**src/rtl/spi_controller.sv**
```systemverilog
// ============================================================================
// spi_controller
// ----------------------------------------------------------------------------
// Purpose:
//   Single-frame SPI controller (Mode 0, MSB first). A frame is 16 bits:
//   {rw, addr[6:0], wdata[7:0]}. One request produces one chip-select window:
//     SETUP  : ncs low, sclk low, first bit presented on copi (one half-period)
//     SHIFT  : 16 sclk periods, low half then high half each
//     HOLD   : ncs still low, sclk low (one half-period)
//     GAP    : ncs high, everything quiet (two half-periods)
//   after which the controller returns to IDLE and pulses done for one cycle.
//   Total ncs-low time is 34 half-periods.
//
// Parameters:
//   HALF_PERIOD  clk cycles per sclk half-period (legal range 2..255)
//
// Ports:
//   clk    in   system clock, single clock domain
//   rst    in   synchronous active-high reset
//   start  in   request one frame; looked at only while idle
//   rw     in   frame R/W bit (1 = write)
//   addr   in   7-bit frame address
//   wdata  in   8-bit frame data
//   busy   out  frame in progress (cycle after acceptance through last GAP cycle)
//   done   out  one-cycle pulse when the frame has fully completed
//   rdata  out  byte captured from cipo during the data phase
//   sclk   out  SPI clock, idle low
//   copi   out  SPI data out
//   ncs    out  SPI chip select, active low
//   cipo   in   SPI data in
//
// Build option:
//   SPI_CTRL_READBACK_EN  when defined, cipo is sampled on the rising sclk
//                         edges of the data byte (edges 9..16) and the byte
//                         is published on rdata at the done cycle. When not
//                         defined, rdata is tied to 0x00 and cipo is ignored.
// ============================================================================
module spi_controller #(
    parameter int HALF_PERIOD = 5
) (
    input  logic       clk,
    input  logic       rst,
    input  logic       start,
    input  logic       rw,
    input  logic [6:0] addr,
    input  logic [7:0] wdata,
    output logic       busy,
    output logic       done,
    output logic [7:0] rdata,
    output logic       sclk,
    output logic       copi,
    output logic       ncs,
    input  logic       cipo
);

    // Half-period counter only ever needs to reach HALF_PERIOD-1; the GAP
    // state is built from two half-periods so it never needs a wider count.
    localparam int             CW      = $clog2(HALF_PERIOD + 1);
    localparam logic [CW-1:0]  HP_LAST = CW'(HALF_PERIOD - 1);

    typedef enum logic [2:0] {
        IDLE,
        SETUP,
        SHIFT,
        HOLD,
        GAP
    } state_t;

    state_t         state_q,   state_d;
    logic [CW-1:0]  hp_cnt_q,  hp_cnt_d;
    logic [4:0]     bit_cnt_q, bit_cnt_d;
    logic           phase_q,   phase_d;
    logic [15:0]    shift_q,   shift_d;
    logic           done_q,    done_d;
    logic           sclk_q,    sclk_d;
    logic           copi_q,    copi_d;
    logic           ncs_q,     ncs_d;
    logic           hp_last;
    logic           cs_active_d;

    assign hp_last = (hp_cnt_q == HP_LAST);

    // ------------------------------------------------------------------------
    // State and datapath registers.
    // ------------------------------------------------------------------------
    always_ff @(posedge clk) begin
        if (rst) begin
            state_q   <= IDLE;
            hp_cnt_q  <= '0;
            bit_cnt_q <= '0;
            phase_q   <= 1'b0;
            shift_q   <= '0;
            done_q    <= 1'b0;
            sclk_q    <= 1'b0;
            copi_q    <= 1'b0;
            ncs_q     <= 1'b1;
        end else begin
            state_q   <= state_d;
            hp_cnt_q  <= hp_cnt_d;
            bit_cnt_q <= bit_cnt_d;
            phase_q   <= phase_d;
            shift_q   <= shift_d;
            done_q    <= done_d;
            sclk_q    <= sclk_d;
            copi_q    <= copi_d;
            ncs_q     <= ncs_d;
        end
    end

    // ------------------------------------------------------------------------
    // Next-state logic.
    // phase_q selects the low (0) or high (1) half of an sclk period in SHIFT,
    // and the first or second half of the GAP. bit_cnt_q counts completed
    // sclk periods and ends a frame at 16.
    // ------------------------------------------------------------------------
    always_comb begin
        state_d   = state_q;
        hp_cnt_d  = hp_cnt_q;
        bit_cnt_d = bit_cnt_q;
        phase_d   = phase_q;
        shift_d   = shift_q;
        done_d    = 1'b0;

        unique case (state_q)
            IDLE: begin
                if (start) begin
                    shift_d   = {rw, addr, wdata};
                    hp_cnt_d  = '0;
                    bit_cnt_d = '0;
                    phase_d   = 1'b0;
                    state_d   = SETUP;
                end
            end

            SETUP: begin
                if (hp_last) begin
                    hp_cnt_d = '0;
                    phase_d  = 1'b0;
                    state_d  = SHIFT;
                end else begin
                    hp_cnt_d = hp_cnt_q + 1'b1;
                end
            end

            SHIFT: begin
                if (!hp_last) begin
                    hp_cnt_d = hp_cnt_q + 1'b1;
                end else begin
                    hp_cnt_d = '0;
                    if (!phase_q) begin
                        phase_d = 1'b1;
                    end else begin
                        // End of a high half: sclk falls next cycle.
                        bit_cnt_d = bit_cnt_q + 5'd1;
                        phase_d   = 1'b0;
                        if (bit_cnt_q == 5'd15) begin
                            // Last bit stays on copi through HOLD.
                            state_d = HOLD;
                        end else begin
                            shift_d = {shift_q[14:0], 1'b0};
                        end
                    end
                end
            end

            HOLD: begin
                if (hp_last) begin
                    hp_cnt_d = '0;
                    phase_d  = 1'b0;
                    state_d  = GAP;
                end else begin
                    hp_cnt_d = hp_cnt_q + 1'b1;
                end
            end

            GAP: begin
                if (!hp_last) begin
                    hp_cnt_d = hp_cnt_q + 1'b1;
                end else begin
                    hp_cnt_d = '0;
                    if (!phase_q) begin
                        phase_d = 1'b1;
                    end else begin
                        phase_d = 1'b0;
                        done_d  = 1'b1;
                        state_d = IDLE;
                    end
                end
            end

            default: begin
                state_d = IDLE;
            end
        endcase
    end

    // ------------------------------------------------------------------------
    // SPI pin decode. Pins are registered from the next-state values so they
    // line up with the state registers yet come straight off flops, avoiding
    // decode glitches on sclk and ncs.
    // ------------------------------------------------------------------------
    always_comb begin
        cs_active_d = 1'b0;
        sclk_d      = 1'b0;
        copi_d      = 1'b0;
        ncs_d       = 1'b1;

        cs_active_d = (state_d == SETUP) || (state_d == SHIFT) || (state_d == HOLD);
        ncs_d       = !cs_active_d;
        sclk_d      = (state_d == SHIFT) && phase_d;
        copi_d      = cs_active_d ? shift_d[15] : 1'b0;
    end

    assign busy = (state_q != IDLE);
    assign done = done_q;
    assign sclk = sclk_q;
    assign copi = copi_q;
    assign ncs  = ncs_q;

`ifdef SPI_CTRL_READBACK_EN
    // ------------------------------------------------------------------------
    // Readback capture. cipo is sampled in the first cycle of each high
    // sclk half for periods 8..15 (rising edges 9..16). The assembled byte is
    // only published when done fires so rdata never shows a partial byte.
    // ------------------------------------------------------------------------
    logic [7:0] rx_q,    rx_d;
    logic [7:0] rdata_q, rdata_d;
    logic       rise_cycle;

    assign rise_cycle = (state_q == SHIFT) && phase_q && (hp_cnt_q == '0);

    always_ff @(posedge clk) begin
        if (rst) begin
            rx_q    <= '0;
            rdata_q <= '0;
        end else begin
            rx_q    <= rx_d;
            rdata_q <= rdata_d;
        end
    end

    always_comb begin
        rx_d    = rx_q;
        rdata_d = rdata_q;
        if (rise_cycle && (bit_cnt_q >= 5'd8)) begin
            rx_d = {rx_q[6:0], cipo};
        end
        if (done_d) begin
            rdata_d = rx_q;
        end
    end

    assign rdata = rdata_q;
`else
    // Readback disabled: the input pin stays on the interface but is unused.
    logic cipo_unused;
    assign cipo_unused = cipo;
    assign rdata       = 8'h00;
`endif

endmodule
```
**config.mk**
```make
export PLATFORM = sky130hd
export DESIGN_NAME = spi_controller
export DESIGN_NICKNAME = d
export VERILOG_FILES = /design/src/rtl/spi_controller.sv
export SDC_FILE = /design/constraint.sdc
export NUM_CORES = 1
export LEC_CHECK = 0
export CORE_MARGIN = 4
export CORE_UTILIZATION = 50
export CTS_CLUSTER_DIAMETER = 100
export DETAILED_ROUTE_END_ITERATION = 10
export GPL_TIMING_DRIVEN = 1
export PLACE_DENSITY = 0.83
export SETUP_SLACK_MARGIN = 0.15
export SYNTH_ARGS = -nofsm -noshare
export SYNTH_HDL_FRONTEND = slang
export SYNTH_SLANG_ARGS = --single-unit
```
**constraint.sdc**
```tcl
create_clock -name clk -period 2.2 [get_ports clk]
set_input_delay 0.44 -clock clk [delete_from_list [all_inputs] [get_ports clk]]
set_output_delay 0.44 -clock clk [all_outputs]
set_load 0.01 [all_outputs]
```
* Yosys cells after proc, flatten, opt, wreduce, memory -nomap -nowiden *
Cells that the tools add are included.

storage, ports and cells
  register bits after elaboration = 32
  bits in latches = 0
  RAM bits = 0
  ROM bits = 0
  input port bits = 20
  output and inout bits = 13
  logic and storage cells = 71
  memories = 0

cells by class
  $add $sub $neg = 2
  multiply operators = 0
  div/mod/pow operators = 0
  $lt $le $gt $ge = 0
  equal/unequal tests = 13
  shift-type cells = 0
  muxes and demuxes = 27
  bitwise gates (word level) = 3
  reductions and logical operators = 16

operators by type and width
  kind                   number
  $mux W16               4
  $pmux W16 S2           1
  $mux W3                10
  $mux W5                3
  $pmux W3 S5            1
  $eq A3 B2 Y1 const B   4
  $pmux W5 S2            1
  $ne A2 B2 Y1 const B   4
  $eq A3 B1 Y1 const B   2
  $eq A3 B3 Y1 const B   2
  $pmux W3 S2            1
  $reduce_or A2 Y1       3
  $add A5 B1 Y5 const B  1
  $eq A5 B4 Y1 const B   1
  $mux W1                5
  $reduce_and A5 Y1      1
  $reduce_and A4 Y1      1
  $reduce_bool A2 Y1     2
  $reduce_or A4 Y1       1
  $add A3 B1 Y3 const B  1
  $logic_not A3 Y1       1
  $not A1 Y1             3
  $pmux W1 S3            1
  $reduce_bool A3 Y1     1
  5 further kinds        6

* Longest topological paths before layout *
Gate-level depths: netlist of the first run.

  depth in word-level cells = 10
  mapped depth = 7
  mapped depth without buffers = 7

* Least setup slack after synthesis of the first run *
OpenSTA, ideal clock, no wires.

  path kind = register -> register
  start point = register bit_cnt_q[0]
  end point = register shift_q[10]
  setup time = 0.122 ns
  arrival time = 1.810 ns
  data required time = 2.078 ns
  slack = 0.268 ns
  stages on the path, launching flop included = 8
  path buffers = 1
  period minus slack after synthesis = 1.932 ns
  path through = dfxtp_1 -> ha_1 -> and3_1 -> ha_1 -> nor3_1 -> a211oi_2 -> buf_6 -> a221o_1

between the ends
  word-level cells in the longest chain between the ends = 3

RTL lines
  what                         line  RTL
  start: declaration           71    logic [4:0] bit_cnt_q, bit_cnt_d;
  start signal: assignment     100   bit_cnt_q <= bit_cnt_d;
  $eq A5 B4 Y1                 156   if (bit_cnt_q == 5'd15) begin
  $ne A2 B2 Y1 (no line)       -
  $reduce_and A5 Y1 (no line)  -
  end signal: assignment       102   shift_q <= shift_d;
  end: declaration             73    logic [15:0] shift_q, shift_d;

Every way passes these cells.
A chain may end at the register's enable or synchronous reset.

* Final worst setup path of the first run *
  start point = register bit_cnt_q[0]
  end point = register shift_q[7]

Same word-level chain as after synthesis.

==> run metrics, run 1 <==
DR vias 1396; HPWL Detailed 2492 µm; IO buf count 23; share of layout cells above drive strength 1 12.24%; Hold EP shift_q[14]; Tcrit/Tclk final 88.72%; min-delay worst type flip-flop to flip-flop; Detail Route Antenna Nets 0; DRC violations left 0; vias in the first global route 1354; min-delay src shift_q[14]; antenna violations before repair 0; most common cell after layout, fill and taps aside dfxtp_1; pin count of the biggest net entering global routing 20; status complete, no violations; Final Critical Period 1952 ps; number of I/O pins 33; critical path data arrival time 2230 ps; #FFs+latches synth 32; Placed Area 0.001846 mm²; drt wl/cell 15.53 µm; crit path buf inv count 1; sequential area share after synthesis 39.41%; Post-CTS Hold Buffers 0; Worst EP required 2480 ps; final core utilization 64.35%; diodes inserted 0; most frequent cells in the layout 31 x dfxtp_1, 22 x clkdlybuf4s50_1, 14 x and3_1; crit-path max cell delay 440 ps; crit-path cells ha_1 > and3_1 > ha_2 > or3_1 > nor3_4 > buf_4 > a221o_1; WL final 3726 µm; Hold WS 478.3 ps; reg-to-reg startpoint bit_cnt_q[0]; Num Clock Sinks 32; Setup crit start kind flip-flop; Leakage 0.7918 nW; FMAX 512.3 MHz; initial DRC count 119; chip width 65.02 µm; EDFF count, synth 0; worst vdd ir 0.3974 mV; worst reg-to-reg setup slack 250 ps; final hold viol count 0; Synth Instances 172; YS warnings 0; clk buf depth 2; Reg2Reg Depth 7; Filler cells 260; total gr overflow 0; die area 0.004227 mm²; Initial DRT Pass Iterations 4; Syn Area/Cell 9.449 µm²; CTS clk-pin slew, worst paths 100 ps; Top FF cell, synth dfxtp_1; CTS Buf Count 5; RSZ-0062 raised after global routing no; initial cell density of the core 52.80%; CP max-delay cell or3_1; H-Tree Depth 2; CTS root buffer clkbuf_4; GRT Total Usage 18.10%; Cell Area, Synth 0.001625 mm²; PD cells 609.3 mW/mm²; Vias per Instance 5.817; Cell Rows 20; gpl congestion 0.8532; CP Capture Type flip-flop; post-route total power 0.001207 W; Layout Skew 14.30 ps; Layout Nets 220; Top delay family on crit path simple AND/OR/NAND/NOR gates; Area growth, synth to finish 21.86%; Distinct cells, synth 47; post-route cell area 0.001981 mm²; fin. max-slew vios 0; reg2reg end shift_q[7]; DIE HEIGHT 65.02 µm; CTS tree done; first-pass GRT wire length 5934 µm; WS Path Type flip-flop to flip-flop; post-synthesis async set-or-reset flop share 0%; # setup viols final 0; setup TNS 0 ps; CP max FO 6; core area 0.003078 mm²; worst skew pair latency 340 ps; WHS Path Cells 1; Max Cap Viol 0
[through the flow]
stage	setup WS, ps	std cells
floorplan	267.9	179
global placement	-0.7814	230
detailed placement	-70.79	230
CTS	141.8	238
global route	133.1	240
finish	248.1	240
[cells by family (layout without fill, tap and decap cells)]
| kind of cell | Yosys count | in the layout | synth area share, % |
|---|---|---|---|
| other cells | 1 | 8 | 0.2307 |
| buf+inv | 31 | 48 | 10.47 |
| compound gates | 44 | 44 | 22.17 |
| fa+ha+maj | 5 | 5 | 3.849 |
| xor+xnor | 2 | 2 | 1.078 |
| simple gates | 54 | 54 | 20.94 |
| flops | 32 | 32 | 39.41 |
| mux | 3 | 3 | 1.848 |
[layout make-up]
class | count | area (µm²) | area share [%]
multi-input combinational | 116 | 868.3 | 43.84
sequential | 32 | 641.9 | 32.41
timing repair buffer | 31 | 305.3 | 15.41
tap | 44 | 55.05 | 2.780
clock buffer | 6 | 41.29 | 2.085
clock inverter | 2 | 35.03 | 1.769
inverter | 9 | 33.78 | 1.706
[where the power goes]
group | internal, W | leakage [nW] | switching, W
Clock | 0.000238 | 0.0422 | 0.000199
Combinational | 0.0000793 | 0.488 | 0.0000758
Sequential | 0.000602 | 0.262 | 0.0000124
[synthesized netlist by cell type (2+ instances only)]
master,n,area [µm²]
dfxtp_1,32,640.6
and3_1,14,87.58
a221o_1,12,120.1
buf_4,9,67.56
inv_1,9,33.78
nand3_1,7,35.03
clkbuf_1,6,22.52
a21oi_1,5,25.02
ha_1,5,62.56
or3_1,5,31.28
buf_2,4,20.02
nand4_1,4,25.02
nor2_1,4,15.01
nor3_1,4,20.02
o21ai_0,4,20.02
a32oi_1,3,26.28
mux2i_1,3,30.03
nand2_1,3,11.26
o211ai_1,3,22.52
a211oi_1,2,15.01
a31oi_1,2,12.51
and4_1,2,17.52
buf_6,2,22.52
nor4_1,2,12.51
o2bb2ai_1,2,17.52
o32ai_1,2,17.52
or2_2,2,12.51
[worst max-delay path by stage]
stage / startpoint / end / slack (ps) / cells after the start
3_3_place_gp: start / shift_q[4] / -0.8 / 4
5_1_grt: bit_cnt_q[0] / shift_q[4] / 130 / 7
4_1_cts: bit_cnt_q[0] / shift_q[4] / 140 / 6
6_report: bit_cnt_q[0] / shift_q[7] / 250 / 7
3_5_place_dp: bit_cnt_q[0] / shift_q[4] / -70 / 6
2_1_floorplan: bit_cnt_q[0] / shift_q[10] / 270 / 7
[routing by layer]
| metal | up-vias | GRT usage, % | routed length [µm] |
|---|---|---|---|
| met4 | 0 | 9.845 | 38 |
| met2 | 40 | 30.27 | 1860 |
| met5 | - | 0 | 0 |
| li1 | 686 | - | - |
| met3 | 6 | 4.333 | 237 |
| met1 | 664 | 21.20 | 1589 |
[flip-flops by register name (all words and copies together), names as in the netlist]
register / cells
shift_q: 16
bit_cnt_q: 5
hp_cnt_q: 3
state_q: 3
copi: 1
done: 1
ncs: 1
phase_q: 1
sclk: 1
[repair_timing]
action	in CTS	in global routing
setup buffers	0	1
cloned	0	1
resized for setup	3	6
endpoints found under the setup margin	16	15
pin swaps	1	2
(Power assumes the default switching activity.)
==> run 2, diff against run 1 <==
- TNS_END_PERCENT: unset -> 50
==> results of run 2 <==
No change in the layout: final DEF, timing and power equal those of run 1.
